$ cat src/rtl/arb_requester.sv
// rtl/arb_requester.sv - per-client round-robin requester: FIFO, RQT/GNT handshake, spurious-grant and starvation flags
module arb_requester #(
  parameter int DW    = 8,
  parameter int DEPTH = 4,
  parameter int TMO   = 16,
  localparam int AW   = $clog2(DEPTH)
) (
  input  logic          clk_i,
  input  logic          rst_ni,
  input  logic          wr_en_i,
  input  logic [DW-1:0] wr_data_i,
  output logic          full_o,
  output logic          rqt_o,
  input  logic          gnt_i,
  output logic          bus_valid_o,
  output logic [DW-1:0] bus_data_o,
  output logic [AW:0]   level_o,
  output logic          spur_o,
  output logic          starve_o
);

  logic [DW-1:0] mem [DEPTH];
  logic [AW-1:0] wr_ptr;
  logic [AW-1:0] rd_ptr;
  logic [AW:0]   count;
  logic [15:0]   wait_cnt;
  logic          push;
  logic          take;
  logic          wait_inc;

  assign full_o  = (count == (AW+1)'(DEPTH));
  assign level_o = count;
  assign push    = wr_en_i & ~full_o;
  assign take    = gnt_i & (count != '0);
  // Drop the request while the last word is being granted so the arbiter's
  // one-cycle latency cannot hand us a grant for an empty FIFO.
  assign rqt_o    = (count > (AW+1)'(1)) | ((count == (AW+1)'(1)) & ~gnt_i);
  assign wait_inc = rqt_o & ~gnt_i;

  always_ff @(posedge clk_i) begin
    if (push) mem[wr_ptr] <= wr_data_i;
  end

  always_ff @(posedge clk_i or negedge rst_ni) begin
    if (!rst_ni) begin
      wr_ptr      <= '0;
      rd_ptr      <= '0;
      count       <= '0;
      bus_valid_o <= 1'b0;
      bus_data_o  <= '0;
      spur_o      <= 1'b0;
      starve_o    <= 1'b0;
      wait_cnt    <= '0;
    end else begin
      if (push) wr_ptr <= wr_ptr + 1'b1;
      if (take) rd_ptr <= rd_ptr + 1'b1;
      if (push && !take)      count <= count + 1'b1;
      else if (take && !push) count <= count - 1'b1;

      bus_valid_o <= take;
      if (take) bus_data_o <= mem[rd_ptr];

      if (gnt_i && (count == '0)) spur_o <= 1'b1;

      // Saturates at TMO; the flag is raised on the step that reaches it.
      if (!wait_inc) begin
        wait_cnt <= '0;
      end else if (wait_cnt == 16'(TMO - 1)) begin
        wait_cnt <= 16'(TMO);
        starve_o <= 1'b1;
      end else if (wait_cnt != 16'(TMO)) begin
        wait_cnt <= wait_cnt + 1'b1;
      end
    end
  end

endmodule

$ cat config.mk
export PLATFORM = sky130hd
export DESIGN_NAME = arb_requester
export DESIGN_NICKNAME = d
export VERILOG_FILES = /design/src/rtl/arb_requester.sv
export SDC_FILE = /design/constraint.sdc
export NUM_CORES = 1
export LEC_CHECK = 0
export CORE_MARGIN = 2
export CORE_UTILIZATION = 51
export DETAILED_ROUTE_END_ITERATION = 7
export HOLD_SLACK_MARGIN = 0.1
export PLACE_DENSITY = 0.73
export SLEW_MARGIN = 20
export SYNTH_ARGS = -nofsm -noshare
export SYNTH_HDL_FRONTEND = slang
export SYNTH_SLANG_ARGS = --single-unit
$ cat constraint.sdc
create_clock -name clk_i -period 1.86 [get_ports clk_i]
set_input_delay 0.279 -clock clk_i [delete_from_list [all_inputs] [get_ports clk_i]]
set_output_delay 0.279 -clock clk_i [all_outputs]
set_load 0.02 [all_outputs]
==> reports/metrics.cfg <==
[yosys]
synth-main-ff-cell = dfrtp_1
synth_most_common_cell = dfrtp_1
syn_area_um2 = 2910
synth_cells = 199
synth.avg_cell_area_um2 = 14.6
synth.top_cell.area_share_pct = 33.1
synth_top_area_cell = edfxtp_1
synth_area_leaders = edfxtp_1, dfrtp_1, mux4_2, xnor2_1, ha_1
ys_warn_count = 0
synth-async-reset-ratio_pct = 51.5
synth-edff-count = 32
yosysSeqAreaShare_pct = 62.4
synth.distinct_cells = 34
synth_fp_nets = 222
synth-seq-cells = 66
yosys-top-cells-count = dfrtp_1, edfxtp_1, xnor2_1

[global_routing]
antenna_found_initial = 0
globalRouteOverflowTotal = 0
grt_first_pass_wirelength_um = 8450
grt_max_degree = 16
first_global_vias = 1749
grt_usage_pct = 18.1

[clock_tree]
clk_pin_slew_ps = 70
cts_tree = done
ctsRootBufferMaster = clkbuf_8
cts_buffer_depth = 2
cts_max_level = 3
numCtsBuffers = 9
clkLatencyLatePin_ps = 330
clock-sinks = 66

[timing]
worst_slew_pin_slew_ps = 429
layout_min_cycle_time_ps = 1770
max_freq_ghz = 0.566
maxSlewHeadroom_pct = 71.4
final.setup.worst_slack_ps = 92.9
final_hold_viol_count = 0
drv_slew = 0
tns_ps = 0
period_share_pct = 95.0
finalSetupViolations = 0
skew_ps = 8.86

[cells_and_area]
n_antenna_cell = 0
stdcell_area_um2 = 3690
nNetsFinal = 275
finish.utilization_pct = 67.1
drive_gt1_share_pct = 27.2
stdcell_count = 329
area_growth_syn_to_layout_pct = 27.1
fill_cells = 388

[critical_path]
reg2reg_from = level_o[0]
critPathMaxFanout = 8
cp-start-kind = flip-flop
worstSetupPathType = flip-flop to flip-flop
worstReg2RegEnd = mem[1][0]
cp.required_ps = 1910
crit_arrival_ps = 1810
endpoint_kind = flip-flop
ff2ff_setup_slack_ps = 90
max_stage_delay_ps = 400
slowest_stage = dfrtp_2
path_cells = inv_1 -> ha_1 -> and2_4 -> nor2b_2 -> buf_4 -> and2_1 -> buf_12
reg2regPathDepth = 7

[placed_design]
dp.cells = 309
hpwlAfterDp_um = 3450
gp_congestion = 0.747
place.port_buffers = 27
place_area_um2 = 3410
dp_slack_ps = 26.6

[status]
status = finished clean

[power]
power_frac_clock_pct = 26.7
p_comb_share_pct = 34.2
p_int_w = 0.00381
peakVddDrop_mv = 1.13
switching_power_w = 0.00156
power_density_nw_per_um2 = 1450
p_seq_share_pct = 39.1
switching_share_pct = 29.0
cellLeakagePower_nw = 1.44

[floorplanning]
io_pins = 28
die_area_um2 = 6320
coreArea_um2 = 5510
die_h_um = 79.5
num_rows = 27
start_util_pct = 52.8
die-width_um = 79.5

[detailed_routing]
drtIter0Drc = 118
wire_per_inst_um = 15.1
wl_um = 4980
via_per_inst = 5.18
via_count = 1705
detail-route-antenna-nets = 0
drt_first_pass_iters = 4
drc = 0

[flow_run]
maxCapViolations = 0

[min_path]
hold_path_class = input pin to async pin

worst max-delay path: cells and delay by family, from the launching register on:
family	cells	cell delay (ps)
AND/OR/NAND/NOR	3	480
buffers and inverters	3	370
adder cells (fa/ha/maj)	1	230
flip-flops	1	400
cells by family (layout without fill, tap and decap cells):
group,after synthesis,after routing,share of synthesized area [%]
multiplexers,18,18,9.99
AND/OR/NAND/NOR,60,60,12.3
XOR/XNOR,19,19,5.73
AO/OA/AOI/OAI,9,9,2.54
flip-flops,66,66,62.4
adder cells (fa/ha/maj),11,11,4.74
buffers and inverters,16,74,2.37
cell usage in the layout (no fill, tap or decap), types with 3 or more instances in the layout:
cell type	count
and2_4	3
buf_12	5
buf_4	13
bufinv_16	3
clkbuf_8	10
clkdlybuf4s50_1	24
dfrtp_1	32
edfxtp_1	32
ha_1	10
inv_1	11
mux2_2	8
mux4_2	8
nand2_1	8
nand3_1	3
nand4_1	4
nor2_1	16
nor2_2	3
nor3_1	7
nor4_1	4
xnor2_1	17
power groups by stage:
stage | Combinational (W) | Sequential (W) | Clock [W]
after global routing | 0.00200 | 0.00214 | 0.00154
after floorplan | 0.000945 | 0.00223 | 0
after detailed placement | 0.00178 | 0.00213 | 0
final | 0.00184 | 0.00210 | 0.00143
after global placement | 0.00175 | 0.00212 | 0
after CTS | 0.00179 | 0.00211 | 0.00147
metal layers:
layer	track usage [%]	wire length [um]	up-vias
li1	-	-	826
met4	8.28	63	0
met2	27.1	2400	27
met3	5.20	177	7
met1	24.6	2340	845
met5	0	0	-
final cells by class:
cell class              count  area, um2  area share, %
flip-flops and latches     66       1810           49.1
multi-input cells         117       1040           28.1
repair buffers             46        463           12.5
clock buffers              11        141           3.83
clock inverters             5        101           2.74
well taps                  72       90.1           2.44
inverters                  12       45.0           1.22
sequential cells by signal (all words and copies together) (netlist names):
name,cells
mem,32
wait_cnt,16
bus_data_o,8
level_o,3
rd_ptr,2
wr_ptr,2
bus_valid_o,1
spur_o,1
starve_o,1
worst max-delay path by stage:
stage,start,to,slack [ps],depth (start not counted)
4_1_cts,level_o[0],mem[0][0],10,7
3_5_place_dp,level_o[0],mem[0][1],30,7
5_1_grt,level_o[0],mem[2][5],-20,7
6_report,level_o[0],mem[1][0],90,7
3_3_place_gp,level_o[0],mem[0][1],40,7
2_1_floorplan,level_o[1],level_o[2],20,9
what timing repair did:
item                       in CTS  in global routing
hold buffers                    1                  0
hold endpoints to repair        9                  0
buffers inserted                0                  3
gates resized for setup         5                  5
pin swaps                       0                  1
setup endpoints to repair       2                 48
metrics by stage:
stage	power, W	hold WS, ps
after floorplan	0.00317	-16.6
after global placement	0.00387	187
after detailed placement	0.00391	177
after CTS	0.00537	350
after global routing	0.00568	379
final	0.00537	357
Power figures use the tool's default switching activity.
